### config.mk
export PLATFORM = sky130hd
export DESIGN_NAME = dpa_frame_aligner
export DESIGN_NICKNAME = d
export VERILOG_FILES = /design/src/rtl/dpa_pkg.sv /design/src/rtl/dpa_sync_fifo.sv /design/src/rtl/dpa_frame_aligner.sv
export SDC_FILE = /design/constraint.sdc
export NUM_CORES = 1
export LEC_CHECK = 0
export BUFFER_PORTS_ARGS = -buffer_cell sky130_fd_sc_hd__buf_2
export CAP_MARGIN = 40
export CORE_MARGIN = 4
export CORE_UTILIZATION = 25
export CTS_CLUSTER_SIZE = 20
export DETAILED_ROUTE_END_ITERATION = 8
export PLACE_DENSITY = 0.4
export RECOVER_POWER = 100
export SYNTH_ARGS = -nofsm -noshare
export SYNTH_HDL_FRONTEND = slang
export SYNTH_HIERARCHICAL = 1
export SYNTH_SLANG_ARGS = --single-unit
### constraint.sdc
create_clock -name clkdiv -period 6.2 [get_ports clkdiv]
set_input_delay 0.62 -clock clkdiv [delete_from_list [all_inputs] [get_ports clkdiv]]
set_output_delay 0.62 -clock clkdiv [all_outputs]
set_load 0.02 [all_outputs]
### src/rtl/dpa_pkg.sv
// Shared definitions for the DPA frame aligner: FSM state encoding, the
// default frame marker and a constant-evaluable clog2 helper.
package dpa_pkg;

  // Frame aligner FSM state encoding
  localparam logic [1:0] HUNT   = 2'd0;
  localparam logic [1:0] CHECK  = 2'd1;
  localparam logic [1:0] LOCKED = 2'd2;

  // Default frame marker for the 4-lane (16-bit) configuration
  localparam logic [15:0] DEFAULT_SYNC_WORD = 16'hA5C3;

  // Ceiling log2, usable in parameter/localparam expressions
  function automatic int clog2(input int value);
    int result;
    result = 0;
    for (int i = 0; i < 31; i++) begin
      if ((1 << i) < value) result = i + 1;
    end
    return result;
  endfunction

endpackage

### src/rtl/dpa_sync_fifo.sv
// Synchronous FIFO with a registered output stage. The head entry is moved
// into the output register one cycle after it becomes available, so a word
// written into an empty FIFO is visible on rd_data two edges after it was
// presented: there is no write-to-read bypass. 'empty' reflects the output
// register, so ~empty is the downstream valid. 'full' counts every stored
// entry including the one being displayed. flush clears contents
// synchronously; rst is synchronous active-high.
module dpa_sync_fifo
  import dpa_pkg::*;
#(
  parameter int WIDTH = 17,
  parameter int DEPTH = 8
) (
  input  logic             clk,
  input  logic             rst,
  input  logic             flush,
  input  logic             wr_en,
  input  logic [WIDTH-1:0] wr_data,
  input  logic             rd_en,
  output logic [WIDTH-1:0] rd_data,
  output logic             full,
  output logic             empty
);

  localparam int AW = clog2(DEPTH);
  localparam int CW = AW + 1;

  logic [WIDTH-1:0] mem [DEPTH];
  logic [AW-1:0]    wr_ptr;
  logic [AW-1:0]    rd_ptr;
  logic [AW-1:0]    rd_ptr_nxt;
  logic [CW-1:0]    count;
  logic [CW-1:0]    count_left;
  logic             out_valid;
  logic             pop;
  logic             wr_accept;

  assign empty      = ~out_valid;
  assign full       = (count == CW'(DEPTH));
  assign pop        = rd_en & out_valid;
  // A full FIFO still accepts a write when the head leaves on the same edge
  assign wr_accept  = wr_en & (~full | pop);
  assign rd_ptr_nxt = rd_ptr + AW'(pop);
  // Entries that existed before this edge and survive the pop
  assign count_left = count - CW'(pop);

  // Storage write port
  // NOTE: the storage array has no reset; only pointers, count and the output register do.
  always_ff @(posedge clk) begin
    if (wr_accept && !flush) mem[wr_ptr] <= wr_data;
  end

  // Pointers, occupancy and registered output stage
  // NOTE: sequential state uses non-blocking assignments so every register samples pre-edge values.
  always_ff @(posedge clk) begin
    if (rst || flush) begin
      wr_ptr    <= '0;
      rd_ptr    <= '0;
      count     <= '0;
      out_valid <= 1'b0;
      rd_data   <= '0;
    end else begin
      wr_ptr    <= wr_ptr + AW'(wr_accept);
      rd_ptr    <= rd_ptr_nxt;
      count     <= count_left + CW'(wr_accept);
      out_valid <= (count_left != '0);
      if (count_left != '0) rd_data <= mem[rd_ptr_nxt];
    end
  end

endmodule

### src/rtl/dpa_frame_aligner.sv
// DPA frame aligner (clkdiv domain). Registers the deserialised word, hunts
// for the periodic SYNC_WORD, qualifies it LOCK_CNT times before declaring
// lock, drops lock after MISS_MAX consecutive missed markers, and streams
// payload words with a start-of-frame flag through dpa_sync_fifo.
// Optional build macro: DPA_FRAME_STATS_EN adds frame_cnt / loss_cnt outputs.
module dpa_frame_aligner
  import dpa_pkg::*;
#(
  parameter int                    NUM_CHAN   = 4,
  parameter logic [NUM_CHAN*4-1:0] SYNC_WORD  = DEFAULT_SYNC_WORD,
  parameter int                    FRAME_LEN  = 4,
  parameter int                    LOCK_CNT   = 2,
  parameter int                    MISS_MAX   = 2,
  parameter int                    FIFO_DEPTH = 8
) (
  input  logic                    clkdiv,
  input  logic                    rst,
  input  logic                    train_done,
  input  logic [NUM_CHAN*4-1:0]   data_in,
  input  logic                    m_ready,
  output logic                    m_valid,
  output logic [NUM_CHAN*4-1:0]   m_data,
  output logic                    m_sof,
  output logic                    locked,
`ifdef DPA_FRAME_STATS_EN
  output logic [31:0]             frame_cnt,
  output logic [15:0]             loss_cnt,
`endif
  output logic                    overflow
);

  localparam int W  = NUM_CHAN * 4;
  localparam int PW = clog2(FRAME_LEN) + 1;
  localparam int GW = clog2(LOCK_CNT) + 1;
  localparam int MW = clog2(MISS_MAX) + 1;

  localparam logic [PW-1:0] MARK_POS  = PW'(FRAME_LEN);
  localparam logic [GW-1:0] LOCK_LAST = GW'(LOCK_CNT - 1);
  localparam logic [MW-1:0] MISS_LAST = MW'(MISS_MAX - 1);

  logic [W-1:0]  d_r;
  logic [1:0]    state;
  logic [1:0]    state_nxt;
  logic [PW-1:0] pos;
  logic [PW-1:0] pos_nxt;
  logic [GW-1:0] good;
  logic [GW-1:0] good_nxt;
  logic [MW-1:0] miss;
  logic [MW-1:0] miss_nxt;

  logic          marker_slot;
  logic          marker_hit;
  logic          push_req;
  logic          push_sof;
  logic          good_marker;
  logic          lock_loss;
  logic          pop;
  logic          fifo_full;
  logic          fifo_empty;
  logic [W:0]    fifo_rd_data;
  logic          overflow_r;

  assign marker_slot = (pos == MARK_POS);
  assign marker_hit  = (d_r == SYNC_WORD);

  // Input capture: every decision below looks at d_r, never at data_in
  always_ff @(posedge clkdiv) begin
    if (rst) d_r <= '0;
    else     d_r <= data_in;
  end

  // FSM state and slot counters
  always_ff @(posedge clkdiv) begin
    if (rst) begin
      state <= HUNT;
      pos   <= '0;
      good  <= '0;
      miss  <= '0;
    end else begin
      state <= state_nxt;
      pos   <= pos_nxt;
      good  <= good_nxt;
      miss  <= miss_nxt;
    end
  end

  // Next state: marker qualification, lock maintenance and training loss
  // NOTE: every variable gets a default first so no path leaves one unassigned (no latch).
  always_comb begin
    state_nxt = state;
    pos_nxt   = pos;
    good_nxt  = good;
    miss_nxt  = miss;
    if (!train_done) begin
      state_nxt = HUNT;
      pos_nxt   = '0;
      good_nxt  = '0;
      miss_nxt  = '0;
    end else begin
      case (state)
        HUNT: begin
          if (marker_hit) begin
            state_nxt = CHECK;
            good_nxt  = GW'(1);
            pos_nxt   = '0;
          end
        end
        CHECK: begin
          if (!marker_slot) begin
            pos_nxt = pos + 1'b1;
          end else if (marker_hit) begin
            pos_nxt = '0;
            if (good >= LOCK_LAST) begin
              state_nxt = LOCKED;
              good_nxt  = '0;
              miss_nxt  = '0;
            end else begin
              good_nxt = good + 1'b1;
            end
          end else begin
            state_nxt = HUNT;
            pos_nxt   = '0;
            good_nxt  = '0;
          end
        end
        LOCKED: begin
          if (!marker_slot) begin
            pos_nxt = pos + 1'b1;
          end else begin
            pos_nxt = '0;
            if (marker_hit) begin
              miss_nxt = '0;
            end else if (miss >= MISS_LAST) begin
              state_nxt = HUNT;
              miss_nxt  = '0;
            end else begin
              miss_nxt = miss + 1'b1;
            end
          end
        end
        default: begin
          state_nxt = HUNT;
          pos_nxt   = '0;
          good_nxt  = '0;
          miss_nxt  = '0;
        end
      endcase
    end
  end

  // Outputs of the FSM: payload push request, frame events and lock flag
  always_comb begin
    push_req    = train_done && (state == LOCKED) && !marker_slot;
    push_sof    = (pos == '0);
    good_marker = train_done && (state == LOCKED) && marker_slot && marker_hit;
    lock_loss   = (state == LOCKED) && (state_nxt == HUNT);
    locked      = (state == LOCKED);
  end

  assign pop = m_valid & m_ready;

  dpa_sync_fifo #(
    .WIDTH (W + 1),
    .DEPTH (FIFO_DEPTH)
  ) u_fifo (
    .clk     (clkdiv),
    .rst     (rst),
    .flush   (!train_done),
    .wr_en   (push_req),
    .wr_data ({push_sof, d_r}),
    .rd_en   (pop),
    .rd_data (fifo_rd_data),
    .full    (fifo_full),
    .empty   (fifo_empty)
  );

  assign m_valid = ~fifo_empty;
  assign m_sof   = fifo_rd_data[W];
  assign m_data  = fifo_rd_data[W-1:0];

  // Sticky overflow: a payload word met a full FIFO with no pop to make room
  always_ff @(posedge clkdiv) begin
    if (rst)                                  overflow_r <= 1'b0;
    else if (push_req && fifo_full && !pop)   overflow_r <= 1'b1;
  end

  assign overflow = overflow_r;

`ifdef DPA_FRAME_STATS_EN
  // Frame statistics: wrap freely, cleared only by rst
  always_ff @(posedge clkdiv) begin
    if (rst) begin
      frame_cnt <= '0;
      loss_cnt  <= '0;
    end else begin
      if (good_marker) frame_cnt <= frame_cnt + 32'd1;
      if (lock_loss)   loss_cnt  <= loss_cnt + 16'd1;
    end
  end
`else
  // Frame events only feed the statistics counters in this build
  logic unused_events;
  assign unused_events = good_marker ^ lock_loss;
`endif

endmodule

### Word level (Yosys, flattened, before mapping)

Memory sizes are Yosys's and may differ from the RTL's. A register that Yosys moved wholly into a read port is not among the register bits.
Index checks and enable logic that the tools add are counted.

| cells by class | value |
|---|---|
| magnitude comparators | 2 |
| add/sub/neg operators | 7 |
| reductions and logical operators | 17 |
| mux-type cells | 24 |
| eq/ne operators | 13 |
| bitwise gates (word level) | 8 |

Operators with widths:

| operator | count |
|---|---|
| $mux 2 | 16 |
| $pmux 2 s3 | 3 |
| $eq 16x16->1 const B | 1 |
| $ne 2x2->1 const B | 5 |
| $add 3x1->3 | 2 |
| $mux 3 | 2 |
| $pmux 3 s2 | 1 |
| $reduce_and 6->1 | 1 |
| $logic_and 1x1->1 | 5 |
| $reduce_and 5->1 | 1 |
| $add 2x1->2 const B | 2 |
| $add 4x1->4 | 1 |
| $eq 4x4->1 const B | 1 |
| $ge 2x1->1 const B | 2 |
| $ne 2x1->1 const B | 2 |
| $not 1->1 | 4 |
| $reduce_bool 4->1 | 1 |
| $reduce_or 2->1 | 2 |
| $sub 4x1->4 | 1 |
| $add 3x1->3 const B | 1 |
| $and 1x1->1 | 3 |
| $eq 3x3->1 const B | 1 |
| $logic_not 1->1 | 3 |
| $logic_not 3->1 | 1 |
| other kinds (8) | 9 |

| storage, ports and cells | value |
|---|---|
| bits in registers | 37 |
| memory bits (writable) | 136 |
| input port bits | 20 |
| memories | 1 |

Memory list:

| memory | depth | bits a word | read ports | clocked after memory_dff | write ports | RTL line | source |
|---|---|---|---|---|---|---|---|
| u_fifo.mem | 8 | 17 | 1 | 1 | 1 | dpa_sync_fifo.sv:28 | `logic [WIDTH-1:0] mem [DEPTH];` |

### Logic depth before layout (Yosys ltp)

Gate-level depths: netlist (run 1).

| logic depth | value |
|---|---|
| depth after elaboration | 7 |
| depth in mapped cells | 11 |
| mapped depth without buffers | 11 |

### By module

The synthesis (run 1) kept the hierarchy.

Modules (own cells, without submodules):

| module | seq. area each (sq um) | area each (sq um) | cells an instance | times used |
|---|---|---|---|---|
| dpa_sync_fifo | 4644.5 | 6332.3 | 302 | 1 |
| dpa_frame_aligner | 520.5 | 1142.3 | 115 | 1 |

### Worst setup path before layout (run 1)

OpenSTA, ideal clock, no wires.

| timing | value |
|---|---|
| path kind | reg-to-reg |
| start point | register state[0] |
| end point | memory u_fifo.mem[1][0], enable pin |
| required time | 5.787 ns |
| path slack | 3.214 ns |
| arrival | 2.573 ns |
| cell stages (with the launch flop) | 7 |
| cell sequence | dfxtp_1 -> inv_1 -> ha_1 -> and3_1 -> a21boi_1 -> nand3b_1 -> nor3_1 |

| on the way | value |
|---|---|
| word-level cells in the longest chain between the ends | 7 |

Ends and longest elaborated chain:

| element | RTL line | source |
|---|---|---|
| from (decl) | dpa_frame_aligner.sv:42 | `logic [1:0] state;` |
| from (signal assigned) | dpa_frame_aligner.sv:80 | `state <= state_nxt;` |
| $eq 2x2->1 | -- |  |
| net locked | dpa_frame_aligner.sv:24 | `output logic locked,` |
| $logic_and 1x1->1 | -- |  |
| $logic_and 1x1->1 | dpa_frame_aligner.sv:153 | `push_req = train_done && (state == LOCKED) && !marker_slot;` |
| net push_req | dpa_frame_aligner.sv:53 | `logic push_req;` |
| $and 1x1->1 | dpa_sync_fifo.sv:42 | `assign wr_accept = wr_en & (~full \| pop);` |
| $logic_and 1x1->1 | dpa_sync_fifo.sv:50 | `if (wr_accept && !flush) mem[wr_ptr] <= wr_data;` |
| $mux 1 | dpa_sync_fifo.sv:50 |  |
| $mux 1 (not written as such) | dpa_sync_fifo.sv:50 |  |
| to (decl) | dpa_sync_fifo.sv:28 |  |

The timed path passes the listed nets, and every way through them passes these cells.

### Worst setup path after layout (run 1)

| timing | value |
|---|---|
| start point | register u_fifo.out_valid |
| end point | register u_fifo.rd_data[5], read port of u_fifo.mem |

| on the way | value |
|---|---|
| elaborated cells between the ends (all ways) | 5 |
| classes of those cells | add/sub: 2; bitwise: 2; reduce/logical: 1 |

RTL lines:

| element | RTL line | source |
|---|---|---|
| from (decl) | dpa_sync_fifo.sv:34 | `logic out_valid;` |
| from (signal assigned) | dpa_sync_fifo.sv:66 | `out_valid <= (count_left != '0);` |
| $and 1x1->1 | dpa_frame_aligner.sv:160 | `assign pop = m_valid & m_ready;` |
| net pop | dpa_frame_aligner.sv:57 | `logic pop;` |
| $and 1x1->1 | dpa_sync_fifo.sv:40 | `assign pop = rd_en & out_valid;` |
| $add 3x1->3 | dpa_sync_fifo.sv:43 | `assign rd_ptr_nxt = rd_ptr + AW'(pop);` |
| net u_fifo.rd_ptr_nxt[0] | dpa_sync_fifo.sv:31 | `logic [AW-1:0] rd_ptr_nxt;` |
| to (decl) | dpa_sync_fifo.sv:20 | `output logic [WIDTH-1:0] rd_data,` |

The timed path passes the listed nets, and every way through them passes these cells.
A chain may end at the register's enable or synchronous reset.

==> results by group, run 1 <==
Status
  • Status: complete, but fails checks
  • Violated checks: max-capacitance violations, max-slew violations

Logic synthesis
  • Top-count cell post-synth: edfxtp_1
  • Avg Cell Area, Syn: 17.9 um2
  • Syn_nets: 451
  • Post-synth top area cell: edfxtp_1
  • Commonest cells in the netlist: edfxtp_1 (136), dfxtp_1 (54), mux4_2 (26), nor2b_1 (19), mux2_2 (18)
  • Yosys cell types: slightly below 60
  • Flops & latches, synth: 190
  • Ys Warns: 6
  • Syn Inst Count: roughly 420
  • Post-synth ARST share: 0%
  • Post-synth EDFFs: 136
  • Top-area cell type share of the netlist area: 54.6%
  • Syn Std Cell Area: 0.00747 mm2
  • Synth Flop Type: edfxtp_1
  • Seq/Total Area, Yosys: 69.1%
  • Top post-synthesis cells by area: edfxtp_1 (55%), dfxtp_1 (14%), mux4_2 (7.8%)

Route
  • Routed Antenna Nets: 0
  • DRC violations left: 0
  • Vias: 3823
  • Vias per cell: 4.36
  • DRT Pass-1 Iters: 4
  • Drt total wl: 16600 um
  • Drt wl/cell: 18.9 um
  • Iter 0 DRT Violations: 232

Clock network
  • Root Driver: clkbuf_16
  • CTS hold repair buffers: 0
  • Post-CTS Resized: 0
  • H-Tree Depth: 4
  • Num CTS Buffers: 17
  • Post-CTS Setup Inserts: 0
  • Insertion delay to the later sink of the worst-skew pair: roughly 430 ps
  • Clock tree buffer depth: 2
  • Reg clk slew, reported paths: 70 ps
  • Clock Sinks: 190
  • CTS tree: built

GRT
  • Antenna violations before repair: 0
  • Aggregate global-route resource usage: approximately a tenth
  • Largest net degree at the start of global routing: 36
  • Total grt overflow: 0
  • First-pass GRT wire length: between 20000 and 30000 um
  • Vias in the first global route: between 4000 and 5000

Critical path
  • Setup crit end kind: flop
  • WP data arrival: around 4500 ps
  • Worst Path Required: 6520 ps
  • Worst setup SP type: flop
  • Crit path max fanout: 25
  • Crit Path Class: reg -> reg

Pwr
  • VDD IR max: between 0.1 and 0.15 mV
  • Clk network pwr share: about 43%
  • Comb power frac: 0.9%
  • Total Power: around 0.0024 W
  • Reg power frac: 56.1%
  • Pwr/cell area: between 200 and 300 mW/mm2
  • Internal power: approximately 0.0019 W
  • Net Sw Power: 0.000540 W
  • Sw Ratio: 22.1%
  • Leak Pwr: 2.95 nW

STA
  • Setup-failing EPs final: 0
  • RSZ-0062 raised after global routing: no
  • Tcrit/Tclk final: 67.9%
  • Final Skew: 9.98 ps
  • Relative slew margins: -39.1%
  • Worst Tran Pin Value: 2090 ps
  • Final worst-path setup slack: 1990 ps
  • Hold WS: ~400 ps
  • FMAX: ~240 MHz
  • Final TNS setup: 0 ps
  • Slew Viols, Final: 62
  • Final min period: roughly 4200 ps
  • Endpoints failing hold: 0

Placement
  • Port Buffers: 39
  • Post-DP HPWL: about 10000 um
  • Dpl cell area: 0.00818 mm2
  • Post-Place Setup Slack: 2740 ps
  • Gpl congestion: 0.671

Run
  • MaxCap Viol Count: 3

Cells and area
  • Post-layout nets: roughly 510
  • Design Area, Final: 0.00862 mm2
  • N_diodes: 0
  • Area delta synth->final: 15.4%
  • Share of layout cells above drive strength 1: 21.4%
  • Fillers: 2954

Die
  • Ports: 40
  • Width of the die: 181 um
  • Die Area: between 0.03 and 0.04 mm2
  • Die Y-Extent: 181 um
  • Rows: 63
  • Starting Density: 25.3%
  • Core box area: 0.0296 mm2

Min path
  • Type of the most critical hold path: in -> reg
[per-stage QoR]
stage / utilization [%] / std cells
global route: 29.2 / 877
detailed placement: 27.7 / 845
floorplan: - / 417
CTS: 29.6 / 877
global placement: 27.6 / 844
finish: 29.2 / 877
[metal layers]
metal / global-route usage [%] / part of all wire, % / up-vias
met3: 2.64 / 3.4 / 16
met2: 17.3 / 48 / 53
met5: 0 / 0 / -
met1: 14.1 / 47 / 1993
met4: 2.93 / 1.2 / 0
li1: - / - / 1761
[placed cells by master (no fill, tap or decap), types with 5 or more instances in the layout]
cell / count
edfxtp_1: 136
dfxtp_1: 54
clkbuf_1: 31
mux4_2: 26
nor2b_1: 19
mux2_2: 18
buf_2: 18
inv_1: 17
clkbuf_16: 17
a22o_1: 17
nor2_1: 13
ha_1: 13
nand2_1: 12
mux4_1: 8
and2_1: 6
a21oi_1: 6
nand3_1: 5
inv_6: 5
[critical path, cell delays in order (launching register included)]
cell and delay (ps):
dfxtp_1 400, inv_1 70, nor2b_1 250, nand2_1 150
inv_1 80, ha_2 410, clkbuf_1 1540, mux4_1 720
mux2_2 280, a22o_1 170
[path summary, 6_finish.rpt]
check	startpoint	endpoint	slack, ps	cells after the start
worst max-delay path	u_fifo/out_valid$_SDFF_PP0_	u_fifo/rd_data[5]$_SDFFE_PP0P_	1990	9
worst min-delay path	data_in[6]	d_r[6]$_SDFF_PP0_	400	2
worst max register to register	u_fifo/out_valid$_SDFF_PP0_	u_fifo/rd_data[5]$_SDFFE_PP0P_	1990	9
worst min register to register	miss[0]$_SDFFE_PP0P_	miss[0]$_SDFFE_PP0P_	470	2
[power by group through the flow]
| stage | logic (W) | clock network [W] | registers, W |
|---|---|---|---|
| detailed placement | 0.0000246 | 0 | 0.00140 |
| global placement | 0.0000243 | 0 | 0.00140 |
| CTS | 0.0000247 | 0.00109 | 0.00137 |
| global route | 0.0000259 | 0.00114 | 0.00138 |
| finish | 0.0000231 | 0.00105 | 0.00137 |
| floorplan | 0.0000112 | 0 | 0.00140 |
[area by class of cell]
| cell class | instances | area (um2) | area share (%) |
|---|---|---|---|
| Inverter | 17 | 63.8 | 0.740 |
| Timing Repair Buffer | 52 | 249 | 2.89 |
| Multi-Input combinational cell | 196 | 2080 | 24.2 |
| Sequential cell | 190 | 5160 | 59.9 |
| Tap cell | 390 | 488 | 5.66 |
| Clock inverter | 15 | 149 | 1.73 |
| Clock buffer | 17 | 425 | 4.93 |
[registers in the layout, indices dropped and copies added (netlist names), 3 cells and up]
signal,flops
u_fifo/rd_ptr,3
pos,3
u_fifo/mem,136
u_fifo/rd_data,17
d_r,16
u_fifo/count,4
u_fifo/wr_ptr,3
[cells by family after synthesis]
kind of cell	synth area share [%]
XOR/XNOR	0.787
adder cells (fa/ha/maj)	2.34
AND/OR/NAND/NOR	7.43
multiplexers	13.5
AO/OA/AOI/OAI	4.42
buffers and inverters	2.43
flip-flops	69.1
Note: power is estimated with default switching activity, not from simulation.
==> run 2, diff against run 1 <==
Clock period 6.2 ns to 3.95 ns, I/O delays scaled along.
==> run 2 against run 1 <==
The run now ends clean; largest power group unchanged; maximum frequency rose by 33%; first-iteration DRC count fell by 16%; critical endpoint is now u_fifo/mem[0][9]$_DFFE_PP_; core utilization barely moved; register-to-register slack got worse by 1200 ps; sequential cell count did not move; critical path depth fell by 1; total power rose by 58%.
==> results by group, run 2 (synthesis results as in run 1) <==
Die
  • Width of the die: 181 um (unchanged)
  • Ports: 40 (unchanged)
  • Die Area: 0.0327 mm2 (unchanged)
  • Rows: 63 (unchanged)
  • Die Y-Extent: 181 um (unchanged)
  • Starting Density: 25.3% (unchanged)
  • Core box area: 0.0296 mm2 (unchanged)

Pwr
  • Leak Pwr: 2.98 nW (+0.96%)
  • Pwr/cell area: 448 mW/mm2 (+58%)
  • VDD IR max: 0.259 mV (+79%)

Cells and area
  • Max reg flops: 136 (unchanged)
  • Commonest cells after routing, fill and taps aside: edfxtp_1 (136), dfxtp_1 (54), mux4_2 (26), clkbuf_1 (22), nor2b_1 (19)
  • Biggest regs: u_fifo/mem (136), u_fifo/rd_data (17), d_r (16)
  • Final core occ: 29.2% (about the same)
  • Area delta synth->final: 15.4% (about the same)
  • Largest Register: u_fifo/mem
  • Fillers: 2953 (-0.034%)
  • N_diodes: 0 (unchanged)
  • Commonest non-fill, non-tap cell in the layout: edfxtp_1
  • Post-layout nets: 508 (unchanged)
  • Share of layout cells above drive strength 1: 22.4% (+1.0 points)

Route
  • Drt wl/cell: 19.1 um (+0.83%)
  • Drt total wl: 16700 um (+0.83%)
  • DRT Pass-1 Iters: 4 (unchanged)
  • Routed Antenna Nets: 0 (unchanged)
  • DRC violations left: 0 (unchanged)
  • Wire length on met3: 642 um (+13%)
  • Metal2 WL: 8170 um (+2.1%)
  • Top sig layer: met4
  • Vias per cell: 4.37 (+0.18%)
  • Vias: 3830 (+0.18%)
  • M1 WL: 7730 um (-1.2%)
  • Iter 0 DRT Violations: 196 (-16%)

Critical path
  • Slowest CP cell: clkbuf_2
  • Worst setup SP type: flop
  • Setup crit end kind: flop
  • Crit Path Class: reg -> reg
  • Crit path max fanout: 17 (-32%)
  • Critical Path, Cell by Cell: inv_1 > ha_1 > nand2_1 > and3_1 > a21boi_0 > or3b_2 > nor3_1 > clkbuf_2
  • Critical path buffers and inverters: 2 (-1)
  • Max incr delay on CP: 570 ps (-970 ps)
  • WP data arrival: 3210 ps (-1320 ps)
  • Worst Path Required: 4000 ps (-2520 ps)
  • Critical path's top delay family: simple AND/OR/NAND/NOR gates

GRT
  • Vias in the first global route: 4109 (-2.4%)
  • Antenna violations before repair: 1 (+1)
  • Largest net degree at the start of global routing: 36 (unchanged)
  • Aggregate global-route resource usage: 10.5% (-0.11 points)
  • First-pass GRT wire length: 25500 um (-1.7%)
  • Total grt overflow: 0 (unchanged)

STA
  • RSZ-0062 raised after global routing: no
  • FMAX: 317 MHz (+33%)
  • Endpoints failing hold: 0 (unchanged)
  • Tcrit/Tclk final: 80.0% (+12 points)
  • Worst Tran Pin Value: 1330 ps (-752 ps)
  • Final min period: 3160 ps (-1050 ps)
  • Final TNS setup: 0 ps (unchanged)
  • Setup-failing EPs final: 0 (unchanged)
  • Final Skew: 10.6 ps (+0.579 ps)
  • Relative slew margins: 11.0% (+50 points)
  • Slew Viols, Final: 0 (-100%)

Clock network
  • Clock tree buffer depth: 2 (unchanged)
  • Post-CTS Setup Inserts: 0 (unchanged)
  • CTS tree: built
  • H-Tree Depth: 4 (unchanged)
  • Num CTS Buffers: 17 (unchanged)
  • Clock Sinks: 190 (unchanged)
  • Post-CTS Resized: 0 (unchanged)
  • Reg clk slew, reported paths: 70 ps (about the same)
  • Root Driver: clkbuf_16
  • Insertion delay to the later sink of the worst-skew pair: 430 ps (about the same)
  • CTS hold repair buffers: 0 (unchanged)

Run
  • MaxCap Viol Count: 0 (-3)

Placement
  • Gpl congestion: 0.722 (+7.6%)
  • Post-DP HPWL: 10100 um (+0.93%)
  • Port Buffers: 39 (unchanged)

Min path
  • Type of the most critical hold path: in -> reg

Status
  • Status: finished clean
-- run 2: cell types whose count changed in the layout (fill, tap and decap cells not counted), sizes merged --
cell / before / now
clkinv: 6 / 9
bufinv: 0 / 2
inv: 25 / 18
buf: 21 / 22
clkinvlp: 1 / 2
-- run 2: layer usage --
layer / up-vias / global-route usage (%)
li1: 1755 / -
met1: 1987 / 13.8
met2: 75 / 17.1
met3: 13 / 2.54
met4: 0 / 3.27
met5: - / 0
-- run 2: final timing paths --
check / start / endpoint / slack (ps) / cells after the start
setup / recovery: pos[0]$_SDFFE_PP0P_ / u_fifo/mem[0][9]$_DFFE_PP_ / 790 / 8
hold / removal: data_in[10] / d_r[10]$_SDFF_PP0_ / 180 / 2
setup reg to reg: pos[0]$_SDFFE_PP0P_ / u_fifo/mem[0][9]$_DFFE_PP_ / 790 / 8
hold reg to reg: miss[0]$_SDFFE_PP0P_ / miss[0]$_SDFFE_PP0P_ / 480 / 2
-- run 2: area by class of cell --
type                            count  area, um2  area share (%)
Clock inverter                     14        144            1.67
Clock buffer                       18        429            4.97
Inverter                           17       63.8           0.740
Multi-Input combinational cell    196       2080            24.1
Sequential cell                   190       5160            59.9
Timing Repair Buffer               52        256            2.97
Tap cell                          390        488            5.66
-- run 2: stage by stage --
| stage | area, um2 | std cells | setup WS, ps | hold WS, ps | power, W |
|---|---|---|---|---|---|
| floorplan | 7470 | 417 | 964 | 435 | 0.00221 |
| global placement | 8160 | 845 | 1080 | 449 | 0.00224 |
| detailed placement | 8160 | 845 | 1060 | 455 | 0.00224 |
| CTS | 8730 | 877 | 1170 | 164 | 0.00392 |
| global route | 8630 | 877 | 549 | 171 | 0.00402 |
| finish | 8630 | 877 | 792 | 183 | 0.00386 |
-- run 2: power by group --
part	switching [W]	internal, W
Sequential	0.0000214	0.00214
Combinational	0.0000207	0.0000146
Clock	0.000736	0.000932
